<file path="src/rtl/sub_bytes_arbiter.sv">
// Two-requester arbiter in front of a shared combinational 128-bit Sub_Bytes,
// with a single valid/ready result register tagged by requester ID.
module sub_bytes_arbiter #(
  parameter bit RR_EN = 1'b1
) (
  input  logic         clk,
  input  logic         rst_n,
  input  logic         a_valid,
  output logic         a_ready,
  input  logic [127:0] a_data,
  input  logic         b_valid,
  output logic         b_ready,
  input  logic [127:0] b_data,
  output logic [127:0] sbox_in,
  input  logic [127:0] sbox_out,
  output logic         res_valid,
  input  logic         res_ready,
  output logic [127:0] res_data,
  output logic         res_id
);

  logic last_grant;
  logic grant_a;
  logic grant_b;
  logic can_accept;
  logic accept;

  // On a tie, round robin favours whoever did not win the last accepted transfer.
  always_comb begin
    grant_a = 1'b0;
    grant_b = 1'b0;
    if (a_valid && b_valid) begin
      if (RR_EN && !last_grant) grant_b = 1'b1;
      else                      grant_a = 1'b1;
    end else if (a_valid) begin
      grant_a = 1'b1;
    end else if (b_valid) begin
      grant_b = 1'b1;
    end
  end

  assign can_accept = !res_valid || res_ready;
  assign a_ready    = can_accept && grant_a;
  assign b_ready    = can_accept && grant_b;
  assign accept     = can_accept && (grant_a || grant_b);

  always_comb begin
    sbox_in = '0;
    if (grant_a)      sbox_in = a_data;
    else if (grant_b) sbox_in = b_data;
  end

  always_ff @(posedge clk) begin
    if (!rst_n) begin
      res_valid  <= 1'b0;
      res_data   <= '0;
      res_id     <= 1'b0;
      last_grant <= 1'b1;
    end else if (accept) begin
      res_valid  <= 1'b1;
      res_data   <= sbox_out;
      res_id     <= grant_b;
      last_grant <= grant_b;
    end else if (res_ready) begin
      res_valid  <= 1'b0;
    end
  end

endmodule

</file>
<file path="config.mk">
export PLATFORM = sky130hd
export DESIGN_NAME = sub_bytes_arbiter
export DESIGN_NICKNAME = d
export VERILOG_FILES = /design/src/rtl/sub_bytes_arbiter.sv
export SDC_FILE = /design/constraint.sdc
export NUM_CORES = 1
export LEC_CHECK = 0
export ABC_AREA = 1
export CORE_AREA = 3 3 253 255
export CTS_CLUSTER_SIZE = 10
export DETAILED_ROUTE_END_ITERATION = 6
export DIE_AREA = 0 0 256 258
export GPL_TIMING_DRIVEN = 0
export PLACE_DENSITY_LB_ADDON = 0.25
export SLEW_MARGIN = 20
export SYNTH_ARGS = -nofsm -noshare
export SYNTH_HDL_FRONTEND = slang
export SYNTH_SLANG_ARGS = --single-unit
</file>
<file path="constraint.sdc">
create_clock -name clk -period 3.81 [get_ports clk]
set_input_delay 0.9525 -clock clk [delete_from_list [all_inputs] [get_ports clk]]
set_output_delay 0.9525 -clock clk [all_outputs]
set_load 0.1 [all_outputs]
</file>
==> results.yml <==
job:
  maxCapViolations: 0
global_route:
  antenna_found_initial: 8
  grt-ovfl-total: 0
  grt_pass1_vias: 10000
  grtUsageTotal_pct: 14.9
  grt_pass1_wl_um: 71800
  grt_max_degree: 17
die:
  die_x_um: 256
  ios: 649
  core-area_mm2: 0.0618
  dieArea_mm2: 0.0660
  die_y_um: 258
  start_util_pct: 11.7
  rows: 91
synth:
  avgSynthCellArea_um2: 6.34
  syn-cell-area_mm2: 0.00726
  synth_fa_ha_area_share_pct: 0
  synth_top_area_share_pct: 36.1
  synthSimpleGateAreaFrac_pct: 55.8
  synth-seq-area-share_pct: 36.1
  synth_area_leaders: "dfxtp_1 36%, nand2_1 20%, nor2_1 13%"
  synthMuxAreaShare_pct: 0
  synth_seq_cells: 131
  synthTopCellsByCount: "389 x nand2_1, 257 x nor2_1, 131 x dfxtp_1"
  yosysWarningCount: 0
  synth_nets: 1533
  synth-edff-count: 0
  synth_cell_type_count: 14
  synth-compound-area-share_pct: 0.138
  synth_xor_area_share_pct: 0
  synth_cells: 1144
  yosys.cell_count.top_type: "nand2_1"
  async_reset_ff_share_pct: 0
  synth_top_family_by_area: "simple AND/OR/NAND/NOR gates"
  synth_top_area_cell: "dfxtp_1"
  ys.flop_type: "dfxtp_1"
clock_network:
  clk_latency_ns: 0.43
  clock_sinks: 131
  htree_levels: 4
  cts_buffers: 17
  clk_pin_slew_worst_paths_ns: 0.07
  cts_root_buffer: "clkbuf_16"
  cts_hold_buf: 0
  postCtsSetupBuffers: 0
  clk_path_buf_depth: 2
  cts_tree: "done"
detailed_routing:
  wire_per_inst_um: 19.3
  drt_iter0_markers: 505
  drc: 0
  avgViaCountPerCell: 3.75
  first_pass_iters: 5
  wirelength_um: 51400
  ant_nets: 0
  via_count: 9989
worst_setup_path:
  worstSetupStartpointType: "input port"
  crit_chain: "clkdlybuf4s50_1 > inv_2 > nand2_2 > buf_4 > buf_2 > nand3_1 > nand2_1 > buf_4"
  cpMostUsedCell: "buf_4"
  max_stage_delay_ns: 0.51
  cp-end-kind: "primary output"
  crit_type: "input port to primary output"
  required_ns: 2.86
  r2r_cells: 6
  critical-path-slowest-cell: "clkdlybuf4s50_1"
  path_max_fanout: 10
  worstPathArrival_ns: 2.78
cells_and_area:
  fin_nets: 2199
  drive_gt1_share_pct: 13.6
  finish.utilization_pct: 24.6
  fillerInstances: 7016
  area_growth_pct: 109
sta:
  relSlewSlack_pct: 29.0
  max_freq_ghz: 0.268
  worst_pin_slew_ns: 1.06
  rsz0062_at_grt: "true"
  finClkSkew_ns: 0.00818
  fin_crit_sh_pct: 97.8
  finalSetupViolCount: 0
  min_period_ns: 3.73
  finalMaxSlewViolations: 0
  tns_ns: 0
  finalHoldViolations: 0
worst_hold_path:
  hp-class: "register to register"
  holdPathStages: 2
placement:
  hpwl_um: 44500
  place.gp.congestion: 0.957
  port_buffers: 647
power_and_ir_drop:
  p_per_area_mw_per_mm2: 463
  vdd_drop_max_v: 0.000257
  leakage_uw: 0.00684
status:
  status: "completed"
critical path: cells and delay by family:
kind / cells / cell delay, ns
buffers and inverters: 5 / 1.39
and+or+nand+nor: 3 / 0.41
final cells by class:
| cell class | count | area, µm² | share of cell area, % |
|---|---|---|---|
| Timing Repair Buffer | 647 | 6190 | 40.8 |
| Multi-Input combinational cell | 908 | 4060 | 26.7 |
| Sequential cell | 131 | 2620 | 17.3 |
| Tap cell | 837 | 1050 | 6.90 |
| Buffer | 98 | 569 | 3.75 |
| Clock buffer | 17 | 425 | 2.80 |
| Clock inverter | 14 | 224 | 1.48 |
| Inverter | 7 | 26.3 | 0.173 |
| Antenna cell | 4 | 10.0 | 0.0659 |
flip-flops by register name, summed over array words and instances, names as in the netlist:
register    count
last_grant      1
res_id          1
res_valid       1
res_data      128
through the flow:
stage	total power (µW)	cells	instance area (µm²)	hold slack (ns)	setup WS, ns
after floorplan	4020	1144	7260	0.429	0.271
after global placement	5260	2628	14800	0.443	-1.08
after detailed placement	5250	2628	14700	0.450	-1.04
after CTS	7140	2659	15100	0.465	-0.0250
after global routing	7310	2660	15200	0.494	-0.00313
final	7030	2663	15200	0.467	0.0820
power breakdown:
part	leakage, µW	internal (µW)	total, µW	switching, µW
Sequential	0.00109	1490	1560	65.4
Clock	0.000315	1170	1880	706
Combinational	0.00543	953	3600	2640
cell usage in the layout (no fill, tap or decap), drive strengths merged:
master	Yosys	layout
diode	0	4
inv	7	12
clkdlybuf4s50	0	517
nand2	391	391
nand3	130	130
bufinv	0	5
buf	91	199
nor2	257	257
clkinv	0	3
dfxtp	131	131
nand3b	128	128
a21oi	2	2
clkbuf	7	41
clkdlybuf4s15	0	5
clkinvlp	0	1
worst paths after layout:
check	slack [ns]	end	from
worst min register to register	0.47	last_grant	last_grant
worst max register to register	2.12	res_data[106]	res_valid
worst max-delay path	0.08	sbox_in[80]	b_valid
worst min-delay path	0.47	last_grant	last_grant
layer usage:
metal	routed length [µm]	track usage, %	vias to the layer above	part of all wire [%]
met5	44	0	-	0.086
met4	1390	4.48	8	2.7
met3	4030	4.73	48	7.8
met2	27900	29.3	426	54
met1	18100	14.7	4543	35
li1	-	-	4964	-
kinds of logic (layout without fill, tap and decap cells):
kind of cell,Yosys count,in the layout
simple gates,906,906
flops,131,131
buf+inv,105,783
compound gates,2,2
other cells,0,4
timing repair:
| item | CTS | global route |
|---|---|---|
| endpoints found under the setup margin | 130 | 28 |
| hold endpoints to repair | 0 | 0 |
| resized for setup | 674 | 33 |
(Power assumes the default switching activity.)
==> variant 1 (config.mk and constraints unchanged) <==
Make the reset (`rst_n`) asynchronous in one clocked block.
--- a/src/rtl/sub_bytes_arbiter.sv
+++ b/src/rtl/sub_bytes_arbiter.sv
@@ -50,7 +50,7 @@
     else if (grant_b) sbox_in = b_data;
   end
 
-  always_ff @(posedge clk) begin
+  always_ff @(posedge clk or negedge rst_n) begin
     if (!rst_n) begin
       res_valid  <= 1'b0;
       res_data   <= '0;
Function: differs if rst_n is asserted again (counterexample within 4 cycles, from zero or initial values and one cycle with rst_n low); with rst_n held inactive, the same outputs for 4 cycles.
==> variant 1 against the original RTL <==
- critical path depth unchanged
- clock skew is essentially flat
- synthesized area down 1.2%
- worst setup slack improved by 0.0098 ns
- sequential power rose by 9.6%
- total power increased by 15%
- highest routed layer unchanged
- cell count down 4.9%
- routed wire length increased by 13%
- combinational power is 32% higher
- sequential cell count is the same
- via count rose by 1.1%
- final area increased by 1.2%
==> variant 1: results (changes against the original RTL) <==
CTS:
- The root buffer cell chosen for the clock tree is clkbuf_16.
- The number of buffers inserted during clock tree synthesis is 17 (unchanged).
- The number of levels in the clock H-tree came to 4 (unchanged).
- The clock insertion delay at the later pin of the skew report is 0.44 ns.
- The worst-case clock buffer depth was 2 (unchanged).

Power:
- The leakage power of the design is 7.198 nW (+5.3%).
- The maximum vdd drop is 0.0002903 V (+13%).
- The switching power total is 4.407 mW (+29%).

Critical path:
- The worst reg2reg path startpoint is res_valid.
- The path depth of the worst reg2reg path is 5 (-1).
- The maximum fanout count along the critical path came to 10 (unchanged).
- The data arrival time of the critical path was 2.77 ns (about the same).
- The timing startpoint of the critical path is a_valid.

Global route:
- The global-route wire length before repair came to 80,300 um (+12%).
- The pin count of the biggest net entering global routing is 73 (+56).
- The number of antenna violations at the first check in global routing was 7 (-1).
- The all-layer global routing usage is 0.1697 (+0.02094).

Placement:
- The count of input and output buffers is 648 (+0.15%).
- The final weighted congestion of routability-driven global placement is 0.9286 (-3.0%).
- The final HPWL from detailed placement is 49,530 um (+11%).

Yosys:
- The number of synthesized flops with an enable pin is 0 (unchanged).
- The yosys synthesis warning count was 0 (unchanged).
- The number of distinct standard cells referenced by the synthesized netlist is 12 (-2).
- The dominant cell by count in the synthesized netlist is nand2_1.
- Sorting the synthesized cells by how often they occur yields 393 x nand2_1, 385 x nand3_1, 130 x dfrtp_1, 67 x buf_2, 24 x clkbuf_1.
- Ranked by total cell area, the synthesized netlist is headed by dfrtp_1 45%, nand3_1 27%, nand2_1 21%.
- The share of synthesized area occupied by flip-flops and latches is 0.4574 (+0.09604).
- The proportion of register bits with asynchronous set or reset after synthesis is 1.000 (+1.000).
- The most common flop cell mapped by yosys is dfrtp_1.
- The post-synthesis net count is 1,403 (-8.5%).

Run:
- The number of max-cap violations is 0 (unchanged).

Run status:
- The flow ran to the end, and the final reports show no timing, DRC or antenna violations.

STA:
- The relative slew slack is 0.2109 (-0.07897).
- The worst-case clock skew came to 0.008278 ns (+0.0001019 ns).

Finish:
- The share of cells above drive strength 1 came to 0.1611 (+0.02495).
- Ranked by flip-flop count, first place goes to res_data.
- The number of flip-flops under the largest register name is 128 (unchanged).
- The final net count is 2,071 (-5.8%).
- The number of fillers in the final layout is 6,872 (-2.1%).
- The number of diodes came to 0 (-4).

Detailed routing:
- The iteration count of the initial detailed-routing pass is 5 (unchanged).
- The starting DRC count in detailed routing is 653 (+29%).
- The number of vias in the routed layout is 10.10k (+1.1%).
- The detailed-route wire length is 58,300 um (+13%).

Min path:
- The min-delay analysis places its worst path in the category input pin to asynchronous set/reset pin.
variant 1: logic make-up after synthesis:
| kind of cell | count (synthesis) | share of synthesized area |
|---|---|---|
| buf+inv | 103 | 0.06667 |
| simple gates | 780 | 0.4759 |
| flops | 131 | 0.4574 |
variant 1: path summary, 6_finish.rpt:
path | end | slack, ns
setup / recovery | sbox_in[25] | 0.09
hold / removal | res_data[32] | 0.43
setup reg to reg | res_data[111] | 1.93
hold reg to reg | res_data[13] | 0.47
max in group asynchronous | last_grant | 2.60
min in group clk | res_data[13] | 0.47
variant 1: final cells by class:
class	count	area share
plain buffers	98	0.03429
clock buffers	19	0.02948
clock inverters	13	0.007981
inverters	5	0.001222
multi-input cells	780	0.2250
flip-flops and latches	131	0.2135
well taps	837	0.06816
repair buffers	649	0.4204
variant 1: critical path, stage by stage:
cell and delay (ns):
clkdlybuf4s50_1 0.51, nand2_2 0.13, nand2_1 0.15, buf_4 0.24
buf_4 0.25, nand3_1 0.10, nand2_1 0.11, buf_4 0.30
variant 1: routing by layer:
metal  up-vias  routed length [um]  GRT usage
li1       4700                   -          -
met1      4849               21990     0.1878
met2       487               30350     0.3132
met3        52                4922    0.05806
met4        10                 979    0.03706
met5         -                  62          0
variant 1: repair_timing:
item | in CTS | in global routing
gates resized for setup | 750 | 55
hold buffers | 0 | 0
buffers inserted | 0 | 0
endpoints found under the hold margin | 0 | 0
gates cloned | 0 | 0
setup endpoints to repair | 130 | 82
variant 1: through the flow:
| step | instances | setup WS (ns) | instance area (um^2) | util | hold WS (ns) |
|---|---|---|---|---|---|
| detailed placement | 2500 | -1.316 | 14630 | 0.2366 | 0.4578 |
| global placement | 2499 | -4.025 | 14700 | 0.2378 | 0.4530 |
| floorplan | 1014 | 0.1666 | 7169 | - | 0.4431 |
| global route | 2532 | 0.0006797 | 15360 | 0.2485 | 0.4577 |
| finish | 2532 | 0.09172 | 15360 | 0.2485 | 0.4285 |
| CTS | 2532 | 0.0003786 | 15250 | 0.2466 | 0.4382 |
variant 1: power by group through the flow:
stage               Sequential, mW  Combinational (mW)  Clock (mW)
CTS                           1.71                4.79        1.69
global placement              1.72                4.77           0
detailed placement            1.73                4.74           0
global route                  1.73                4.93        1.75
floorplan                     3.17                1.69           0
finish                        1.71                4.76        1.63
==> variant 2 (same flow settings) <==
Without the edit above. The parameter `RR_EN` goes from 1'b1 to 1'b0.
--- a/src/rtl/sub_bytes_arbiter.sv
+++ b/src/rtl/sub_bytes_arbiter.sv
@@ -1,7 +1,7 @@
 // Two-requester arbiter in front of a shared combinational 128-bit Sub_Bytes,
 // with a single valid/ready result register tagged by requester ID.
 module sub_bytes_arbiter #(
-  parameter bit RR_EN = 1'b1
+  parameter bit RR_EN = 1'b0
 ) (
   input  logic         clk,
   input  logic         rst_n,
Function: changed (a bounded check fails within 4 cycles, from zero or initial values and one cycle with rst_n low).
==> variant 2 against the original RTL <==
- final area down 4.7%
- critical path type unchanged
- total power down 7.7%
- routed wire length up 13%
- synthesized area down 10%
- clock skew up 0.0035 ns
- via count down 9.2%
- worst setup slack better by 0.0065 ns
- critical path depth down 2
- sequential cell count down 1
- count of clock-buffer cells in the layout up 1
- largest power group unchanged
- non-clock buffer count down 28
==> variant 2: results (changes against the original RTL) <==
Placement:
- The placed cell count was 2,467 (-6.1%).
- The placed standard-cell area came to 0.01395 mm^2 (-5.1%).
- The worst slack at placement came to -1.311 ns (-0.2661 ns).

Yosys:
- Sorting the synthesized cells by area gives the leading types as dfxtp_1 40%, a22o_1 17%, nand2_1 15%.
- The number of cells produced by synthesis is 983 (-14%).
- The number of distinct standard cells referenced by the synthesized netlist is 10 (-4).
- The share of synthesized area occupied by flip-flops and latches is 0.4003 (+0.03893).

Finish:
- The non-clock buffer area fraction after layout came to 0.4549 (+0.009233).
- The non-clock buffer total of the final layout is 717 (-3.8%).
- The fraction of area in clock buffers and inverters is 0.04232 (-0.0004636).
- The number of ordinary inverters in the final layout is 134 (+127).
- The final net count is 2,038 (-7.3%).
- The number of diodes is 13 (+9).
- The share of cells above drive strength 1 came to 0.1307 (-0.005391).
- The number of fillers in the final layout is 6,881 (-1.9%).
- The multi-input gate count was 649 (-29%).
- The multi-input gate area in the final layout came to 0.003084 mm^2 (-24%).
- The combined flip-flop and latch cell area is 0.002603 mm^2 (-0.76%).

Run status:
- The flow ran to the end, and the final reports show no timing, DRC or antenna violations.

Detailed routing:
- The detailed-route wire length was 58,380 um (+13%).
- The average via count per standard cell is 3.614 (-3.7%).
- The iteration count of the initial detailed-routing pass is 4 (-1).
- The number of vias in the routed layout is 9,071 (-9.2%).
- The starting DRC count in detailed routing is 442 (-12%).

Critical path:
- The path depth of the worst reg2reg path was 7 (+1).
- The endpoint of the most critical setup path is sbox_in[116].
- The data arrival time of the critical path is 2.77 ns (about the same).
- The delay of the slowest cell on the worst path is 0.53 ns (+0.02 ns).
- The timing startpoint of the critical path is a_valid.

STA:
- The highest attainable clock frequency is 268.7 MHz (+0.17%).
- The worst hold slack is 0.4730 ns (+0.005723 ns).
- The worst-case clock skew is 0.01166 ns (+0.003485 ns).
- The relative slew slack is 0.2894 (-0.0004940).

Power:
- The leakage power of the design is 6.388 nW (-6.5%).
- The maximum vdd drop is 0.0002257 V (-12%).
- The final total power is 6.489 mW (-7.7%).
- The power per cell area was 448.9 mW/mm^2 (-3.1%).
- The switching power total was 3.034 mW (-11%).
- The part of the total power dissipated in combinational logic is 0.489 (-0.022).

CTS:
- The number of clock sinks is 130 (-0.76%).

Global route:
- The via count of the first global-routing pass came to 8,992 (-10%).
- The all-layer global routing usage is 0.1696 (+0.02082).
- The global-route wire length before repair is 76,920 um (+7.1%).

Min path:
- The hold path startpoint is res_id.
- The endpoint with the worst hold slack is res_id.
variant 2: changes by cell type after synthesis, sizes merged, moves of 47 or more:
cell	change
nand3	-130
buf	-47
inv	+127
nand2	-129
a22o	+128
nand3b	-128
variant 2: metal layers:
| layer | vias up | GRT usage | routed length, um |
|---|---|---|---|
| li1 | 4376 | - | - |
| met1 | 4134 | 0.1552 | 19370 |
| met2 | 438 | 0.3200 | 31550 |
| met3 | 117 | 0.05031 | 3719 |
| met4 | 6 | 0.1207 | 3698 |
| met5 | - | 0 | 46 |
variant 2: logic make-up (layout without fill, tap and decap cells):
family                 Yosys count  after routing  share of synthesized area
AO/OA/AOI/OAI                  130            130                     0.1740
flip-flops                     130            130                     0.4003
AND/OR/NAND/NOR                519            519                     0.2997
other                            0             13                          0
buffers and inverters          204            881                     0.1261
variant 2: timing repair:
action,CTS,global route
gates resized for setup,687,40
gates cloned,0,0
setup endpoints to repair,130,105
